## src/rtl/hack_seq_pkg.sv

```systemverilog
// hack_seq_pkg: state encoding, sizing and header validation shared by the
// hCPU boot sequencer and its helpers.
package hack_seq_pkg;

   localparam int ROM_ADDR_W = 15;
   localparam int STATE_W    = 3;

   localparam logic [STATE_W-1:0] S_IDLE = 3'd0;
   localparam logic [STATE_W-1:0] S_HDR  = 3'd1;
   localparam logic [STATE_W-1:0] S_LOAD = 3'd2;
   localparam logic [STATE_W-1:0] S_RST  = 3'd3;
   localparam logic [STATE_W-1:0] S_HALT = 3'd4;
   localparam logic [STATE_W-1:0] S_RUN  = 3'd5;
   localparam logic [STATE_W-1:0] S_STEP = 3'd6;

   typedef enum logic [STATE_W-1:0] {
      ST_IDLE = S_IDLE,
      ST_HDR  = S_HDR,
      ST_LOAD = S_LOAD,
      ST_RST  = S_RST,
      ST_HALT = S_HALT,
      ST_RUN  = S_RUN,
      ST_STEP = S_STEP
   } state_e;

   // A program length is legal when it is 1 .. 2^aw words.
   function automatic logic hdr_len_ok(input logic [15:0] n, input int aw);
      return (n != 16'd0) && (32'(n) <= (32'd1 << aw));
   endfunction

endpackage

```

## src/rtl/hack_load_counter.sv

```systemverilog
// hack_load_counter: loadable AW+1 bit up-counter; tc_o flags that the
// current count is the last index below limit_i.
module hack_load_counter #(
   parameter int AW = 15
) (
   input  logic          clk_i,
   input  logic          rst_i,
   input  logic          load_i,
   input  logic [AW:0]   load_val_i,
   input  logic          inc_i,
   input  logic [AW:0]   limit_i,
   output logic [AW-1:0] addr_o,
   output logic          tc_o
);
   localparam logic [AW:0] ONE = {{AW{1'b0}}, 1'b1};

   logic [AW:0] count_q;

   // Address counter: load has priority over increment.
   always_ff @(posedge clk_i or posedge rst_i) begin
      if (rst_i) begin
         count_q <= {(AW+1){1'b0}};
      end else if (load_i) begin
         count_q <= load_val_i;
      end else if (inc_i) begin
         count_q <= count_q + ONE;
      end else begin
         count_q <= count_q;
      end
   end

   assign addr_o = count_q[AW-1:0];
   assign tc_o   = (count_q == (limit_i - ONE));

endmodule

```

## src/rtl/hack_boot_sequencer.sv

```systemverilog
// hack_boot_sequencer: loads a length-prefixed program into instruction RAM
// while holding the hCPU in reset, then runs, halts, steps or breaks it.
module hack_boot_sequencer
   import hack_seq_pkg::*;
#(
   parameter int ADDR_W   = ROM_ADDR_W,
   parameter bit AUTO_RUN = 1'b1
) (
   input  logic               clock,
   input  logic               reset,
   input  logic               load_start,
   input  logic [15:0]        in_word,
   input  logic               in_valid,
   output logic               in_ready,
   output logic               rom_we,
   output logic [ADDR_W-1:0]  rom_addr,
   output logic [15:0]        rom_wdata,
   output logic               cpu_reset,
   output logic               cpu_en,
   input  logic [15:0]        cpu_pc,
   input  logic               run_req,
   input  logic               halt_req,
   input  logic               step_req,
   input  logic               bp_en,
   input  logic [15:0]        bp_addr,
   output logic [STATE_W-1:0] state,
   output logic               load_err,
   output logic [ADDR_W:0]    prog_len
);
   localparam int LEN_W = ADDR_W + 1;

   state_e              state_q, state_d;
   logic                in_ready_q, in_ready_d;
   logic                rom_we_q, rom_we_d;
   logic [ADDR_W-1:0]   rom_addr_q, rom_addr_d;
   logic [15:0]         rom_wdata_q, rom_wdata_d;
   logic                cpu_reset_q, cpu_reset_d;
   logic                en_q, en_d;
   logic                load_err_q, load_err_d;
   logic [LEN_W-1:0]    prog_len_q, prog_len_d;
   logic [LEN_W-1:0]    len_q, len_d;
   logic                mask_q, mask_d;

   logic                xfer_s, bp_hit_s, run_stop_s;
   logic                cnt_load_s, cnt_inc_s, cnt_tc_s;
   logic [ADDR_W-1:0]   cnt_addr_s;

   hack_load_counter #(.AW(ADDR_W)) u_cnt (
      .clk_i      (clock),
      .rst_i      (reset),
      .load_i     (cnt_load_s),
      .load_val_i ({LEN_W{1'b0}}),
      .inc_i      (cnt_inc_s),
      .limit_i    (len_q),
      .addr_o     (cnt_addr_s),
      .tc_o       (cnt_tc_s)
   );

   assign xfer_s     = in_valid & in_ready_q;
   // The first RUN cycle after resuming from HALT ignores the breakpoint.
   assign bp_hit_s   = bp_en & (cpu_pc == bp_addr) & ~mask_q;
   assign run_stop_s = (state_q == ST_RUN) & (halt_req | bp_hit_s);

   // Next-state and registered-output computation.
   always_comb begin
      state_d     = state_q;
      rom_we_d    = 1'b0;
      rom_addr_d  = rom_addr_q;
      rom_wdata_d = rom_wdata_q;
      load_err_d  = load_err_q;
      prog_len_d  = prog_len_q;
      len_d       = len_q;
      cnt_load_s  = 1'b0;
      cnt_inc_s   = 1'b0;
      if (load_start) begin
         state_d    = ST_HDR;
         load_err_d = 1'b0;
         cnt_load_s = 1'b1;
      end else begin
         case (state_q)
            ST_IDLE: state_d = ST_IDLE;
            ST_HDR: begin
               if (xfer_s && !hdr_len_ok(in_word, ADDR_W)) begin
                  load_err_d = 1'b1;
                  state_d    = ST_IDLE;
               end else if (xfer_s) begin
                  len_d      = LEN_W'(in_word);
                  cnt_load_s = 1'b1;
                  state_d    = ST_LOAD;
               end else begin
                  state_d = ST_HDR;
               end
            end
            ST_LOAD: begin
               if (xfer_s) begin
                  rom_we_d    = 1'b1;
                  rom_addr_d  = cnt_addr_s;
                  rom_wdata_d = in_word;
                  cnt_inc_s   = 1'b1;
                  if (cnt_tc_s) begin
                     prog_len_d = len_q;
                     state_d    = ST_RST;
                  end else begin
                     state_d = ST_LOAD;
                  end
               end else begin
                  state_d = ST_LOAD;
               end
            end
            ST_RST:  state_d = AUTO_RUN ? ST_RUN : ST_HALT;
            ST_HALT: begin
               if (step_req) begin
                  state_d = ST_STEP;
               end else if (run_req) begin
                  state_d = ST_RUN;
               end else begin
                  state_d = ST_HALT;
               end
            end
            ST_RUN:  state_d = run_stop_s ? ST_HALT : ST_RUN;
            ST_STEP: state_d = ST_HALT;
            default: state_d = ST_IDLE;
         endcase
      end

      // Outputs are registered, so they follow the state being entered.
      case (state_d)
         ST_IDLE, ST_HDR, ST_LOAD: begin
            cpu_reset_d = 1'b1;
            en_d        = 1'b0;
         end
         ST_RST: begin
            cpu_reset_d = 1'b1;
            en_d        = 1'b1;
         end
         ST_HALT: begin
            cpu_reset_d = 1'b0;
            en_d        = 1'b0;
         end
         ST_RUN, ST_STEP: begin
            cpu_reset_d = 1'b0;
            en_d        = 1'b1;
         end
         default: begin
            cpu_reset_d = 1'b1;
            en_d        = 1'b0;
         end
      endcase

      // Ready drops for the edge that (re)starts a load.
      in_ready_d = ~load_start & ((state_d == ST_HDR) | (state_d == ST_LOAD));
      mask_d     = (state_q == ST_HALT) & (state_d == ST_RUN);
   end

   // State and output registers.
   always_ff @(posedge clock or posedge reset) begin
      if (reset) begin
         state_q     <= ST_IDLE;
         in_ready_q  <= 1'b0;
         rom_we_q    <= 1'b0;
         rom_addr_q  <= {ADDR_W{1'b0}};
         rom_wdata_q <= 16'h0000;
         cpu_reset_q <= 1'b1;
         en_q        <= 1'b0;
         load_err_q  <= 1'b0;
         prog_len_q  <= {LEN_W{1'b0}};
         len_q       <= {LEN_W{1'b0}};
         mask_q      <= 1'b0;
      end else begin
         state_q     <= state_d;
         in_ready_q  <= in_ready_d;
         rom_we_q    <= rom_we_d;
         rom_addr_q  <= rom_addr_d;
         rom_wdata_q <= rom_wdata_d;
         cpu_reset_q <= cpu_reset_d;
         en_q        <= en_d;
         load_err_q  <= load_err_d;
         prog_len_q  <= prog_len_d;
         len_q       <= len_d;
         mask_q      <= mask_d;
      end
   end

   assign state     = state_q;
   assign in_ready  = in_ready_q;
   assign rom_we    = rom_we_q;
   assign rom_addr  = rom_addr_q;
   assign rom_wdata = rom_wdata_q;
   assign cpu_reset = cpu_reset_q;
   assign cpu_en    = en_q & ~run_stop_s;
   assign load_err  = load_err_q;
   assign prog_len  = prog_len_q;

endmodule
```

## config.mk

```make
export PLATFORM = sky130hd
export DESIGN_NAME = hack_boot_sequencer
export DESIGN_NICKNAME = d
export VERILOG_FILES = /design/src/rtl/hack_seq_pkg.sv /design/src/rtl/hack_load_counter.sv /design/src/rtl/hack_boot_sequencer.sv
export SDC_FILE = /design/constraint.sdc
export NUM_CORES = 1
export LEC_CHECK = 0
export ABC_CLOCK_PERIOD_IN_PS = 8550
export BUFFER_PORTS_ARGS = -buffer_cell sky130_fd_sc_hd__buf_2
export CAP_MARGIN = 20
export CORE_ASPECT_RATIO = 1.75
export CORE_MARGIN = 4
export CORE_UTILIZATION = 40
export CTS_CLUSTER_DIAMETER = 50
export DETAILED_ROUTE_END_ITERATION = 10
export HOLD_SLACK_MARGIN = 0.15
export SYNTH_ARGS = -nofsm -noshare
export SYNTH_HDL_FRONTEND = slang
export SYNTH_SLANG_ARGS = --single-unit
```

## constraint.sdc

```tcl
create_clock -name clock -period 8.55 [get_ports clock]
set_input_delay 2.1375 -clock clock [delete_from_list [all_inputs] [get_ports clock]]
set_output_delay 2.1375 -clock clock [all_outputs]
set_load 0.1 [all_outputs]
```

==> metrics.md <==
| Metric | Value |
|---|---|
| Run status | `finished clean` |
| Wire per inst | `16.34 microns` |
| Length in cells of the worst reg-to-reg path | `9` |
| Cells after Synth | `361` |
| Antenna violations before repair | `0` |
| Storage element area | `2203 sq um` |
| Power Dens Cells | `259.1 nW/um^2` |
| EDFF count, synth | `0` |
| WS Path Type | `in2out` |
| Clock Pin Slew Worst Setup and Hold Paths | `60 ps` |
| DR vias/cell | `5.193` |
| Die Wd | `86.61 microns` |
| Max stage delay cell, worst path | `nor4b_1` |
| Endpoint kind of the worst setup timing path | `primary output` |
| Overall die area | `12,610 sq um` |
| Initial Util | `40.67%` |
| Combined area of the multi-input logic cells | `2029 sq um` |
| Crit start category | `input pin` |
| Total buffers and inverters traversed by the critical path | `2` |
| Total of fill cells in the finished design | `1,017` |
| Layout area overhead | `23.34%` |
| Relative max-transition margin | `58.27%` |
| Arrival time worst endpoint | `3500 ps` |
| Root buffer cell | `clkbuf_16` |
| DP HPWL | `7352 microns` |
| Count of state elements after synthesis | `88` |
| Number of antenna cells inserted | `0` |
| Count of final setup violators | `0` |
| Number of global-route vias before repair | `3,296` |
| Total number of clock tree sinks | `88` |
| Timing-limited maximum frequency | `0.1774 GHz` |
| Starting DRC count in detailed routing | `110` |
| Setup repair after global routing missed its margin | `no` |
| Classification of the worst-slack hold path | `reg2reg` |
| Required time at the endpoint of the critical path | `6410 ps` |
| Hold Path Depth | `1` |
| First-pass GRT wire length | `16,220 microns` |
| Hold_buf cts | `0` |
| Final hold vios | `0` |
| Total number of placement rows | `50` |
| Unique cell type count in the Yosys netlist | `49` |
| Number of iterations in the first detailed-routing pass | `4` |
| Final Skew | `9.115 ps` |
| Largest stage delay, worst path | `310 ps` |
| Number of nets at the end of the flow | `530` |
| Port buffer count | `110` |
| Final wirelength | `9918 microns` |
| Cell-by-cell trace of the critical path | `buf_2, xnor2_1, nand4_1, nor4b_1, a21oi_1, o31a_1, buf_2` |
| Maxcap violations | `0` |
| Part of the Yosys area used for sequential elements | `50.94%` |
| Post-synth net total | `419` |
| DRC viols | `0` |
| Number of resized instances in the post-cts repair step | `0` |
| Stages on worst setup path | `7` |
| Setup total negative slack | `0 ps` |
| Share of layout cells above drive strength 1 | `42.35%` |
| Worst-Margin Slew | `620.2 ps` |
| Total CTS buffers | `9` |
| Pin count of the biggest net entering global routing | `89` |
| Most common cell after layout, fill and taps aside | `buf_2` |
| Average size of a mapped cell | `11.98 sq um` |
| Die extent in y | `145.6 microns` |
| Startpoint of the tightest hold check path | `prog_len[11]` |
| Final Util | `50.16%` |
| CTS tree | `built` |
| Top delay family on crit path | `simple AND/OR/NAND/NOR gates` |
| Ys async rst share | `100.0%` |
| Core ar. | `10,640 sq um` |
| Minimum clock period | `5636 ps` |
| Count of antenna-violating nets left after detailed routing | `0` |
| Largest buffer count on any clock path | `2` |
| CP most frequent cell | `buf_2` |
| Cell area after synthesis | `4325 sq um` |
| Total routing usage reported by global routing | `16.30%` |
| RePlAce Congestion | `0.7610` |
| R2R Setup Slk | `5300 ps` |
| Max Fanout on Critical Path | `2` |
| Yosys warnings | `0` |
| Skew-Pair Late Insertion Delay | `340 ps` |
| Num ports | `111` |
| Most frequent cells in the layout | `110 x buf_2, 87 x dfrtp_1, 51 x mux2_2, 34 x xnor2_1, 25 x nor2_1` |
| Crit share post-route | `65.92%` |
| H-tree lvl count | `3` |
| Grt total ovfl | `0` |
| Worst R2R Start | `len_q[0]` |
| Max IR drop VDD | `182.7 uV` |
| Count of buffers added by post-CTS timing repair for setup | `0` |
| Most instantiated flip-flop cell in the synthesis netlist | `dfrtp_1` |
| Vias | `3,152` |
| Endpoint of the worst hold-timing path | `prog_len[11]` |
| Endpoint of the worst-slack reg-to-reg timing path | `prog_len[9]` |
| Pleak | `0.002642 uW` |
| Max Slew Vio Count | `0` |
-- state kept, by name (all words and copies together) (netlist names) --
name / cells
len_q: 16
en_q: 1
cpu_reset: 1
rom_wdata: 16
rom_we: 1
in_ready: 1
load_err: 1
u_cnt.count_q: 16
rom_addr: 15
state: 3
prog_len: 16
mask_q: 1
-- stage by stage --
| stage | total power, uW | setup WS (ps) | hold slack, ps | std cells | area (sq um) |
|---|---|---|---|---|---|
| floorplan | 889.7 | 3070 | 520.4 | 361 | 4325 |
| global placement | 977.4 | 2913 | 482.4 | 590 | 4996 |
| detailed placement | 989.2 | 2906 | 490.3 | 590 | 4996 |
| CTS | 1398 | 2893 | 503.5 | 606 | 5308 |
| global route | 1461 | 2691 | 519.5 | 607 | 5335 |
| finish | 1382 | 2914 | 501.2 | 607 | 5335 |
-- how the worst max path moves through the flow --
stage / from / endpoint / slack, ps
after global placement: bp_addr[15] / cpu_en / 2910
after CTS: bp_addr[8] / cpu_en / 2890
after floorplan: cpu_pc[10] / cpu_en / 3070
final: bp_addr[8] / cpu_en / 2910
after detailed placement: bp_addr[8] / cpu_en / 2910
after global routing: bp_addr[8] / cpu_en / 2690
-- worst register-to-register path, stage by stage (launching register included) --
cell     delay [ps]
dfrtp_1         440
inv_1           100
ha_1            220
nor3b_1         440
nand2_1         150
or3_1           350
mux2i_1         140
or4_4           570
nor2_8          330
mux2_2          390
-- routing by layer --
layer,global-route usage (%),up-vias,routed length (microns)
met2,29.72,101,5430
met3,2.833,9,562
met5,0,-,0
met1,18.28,1537,3762
li1,-,1505,-
met4,6.396,0,163
-- Yosys cell counts, types with 2 or more instances --
master	instances	area share (%)
dfrtp_1	87	50
mux2_2	51	13
xnor2_1	34	6.9
nor2_1	25	2.2
xor2_1	20	4.0
nand2_1	12	1.0
nand3_1	12	1.4
mux2_4	10	3.5
nor3_1	10	1.2
clkbuf_1	9	0.78
nand4_1	9	1.3
nor4_1	9	1.3
inv_1	7	0.61
nand2b_1	7	1.0
o21ai_0	6	0.69
a21oi_1	5	0.58
or3_1	5	0.72
and3_1	4	0.58
a211oi_1	2	0.35
a31o_2	2	0.41
buf_1	2	0.17
buf_2	2	0.23
ha_1	2	0.58
mux2i_1	2	0.46
nor3b_1	2	0.35
or4_4	2	0.52
-- report_power, final --
group          leakage, uW  internal, uW  switching (uW)  total [uW]
clock network     0.000149           251             153         404
registers          0.00119           472            86.9         558
logic              0.00130           152             268         420
-- area by class of cell --
cell class,count,area share [%]
Clock buffer,14,5.136
Timing Repair Buffer,114,11.26
Multi-Input combinational cell,252,38.04
Inverter,7,0.5159
Clock inverter,2,0.7036
Sequential cell,88,41.30
Tap cell,130,3.049
-- logic make-up after synthesis --
logic type / Yosys count / share of synthesized area [%]
and+or+nand+nor: 107 / 13.71
AOI/OAI and AO/OA: 26 / 4.368
xor gates and xnor gates: 54 / 10.93
muxes: 63 / 17.21
adders and majority gates: 2 / 0.5784
buffers and inverters: 21 / 2.256
DFF: 88 / 50.94
Note: power is estimated with default switching activity, not from simulation.
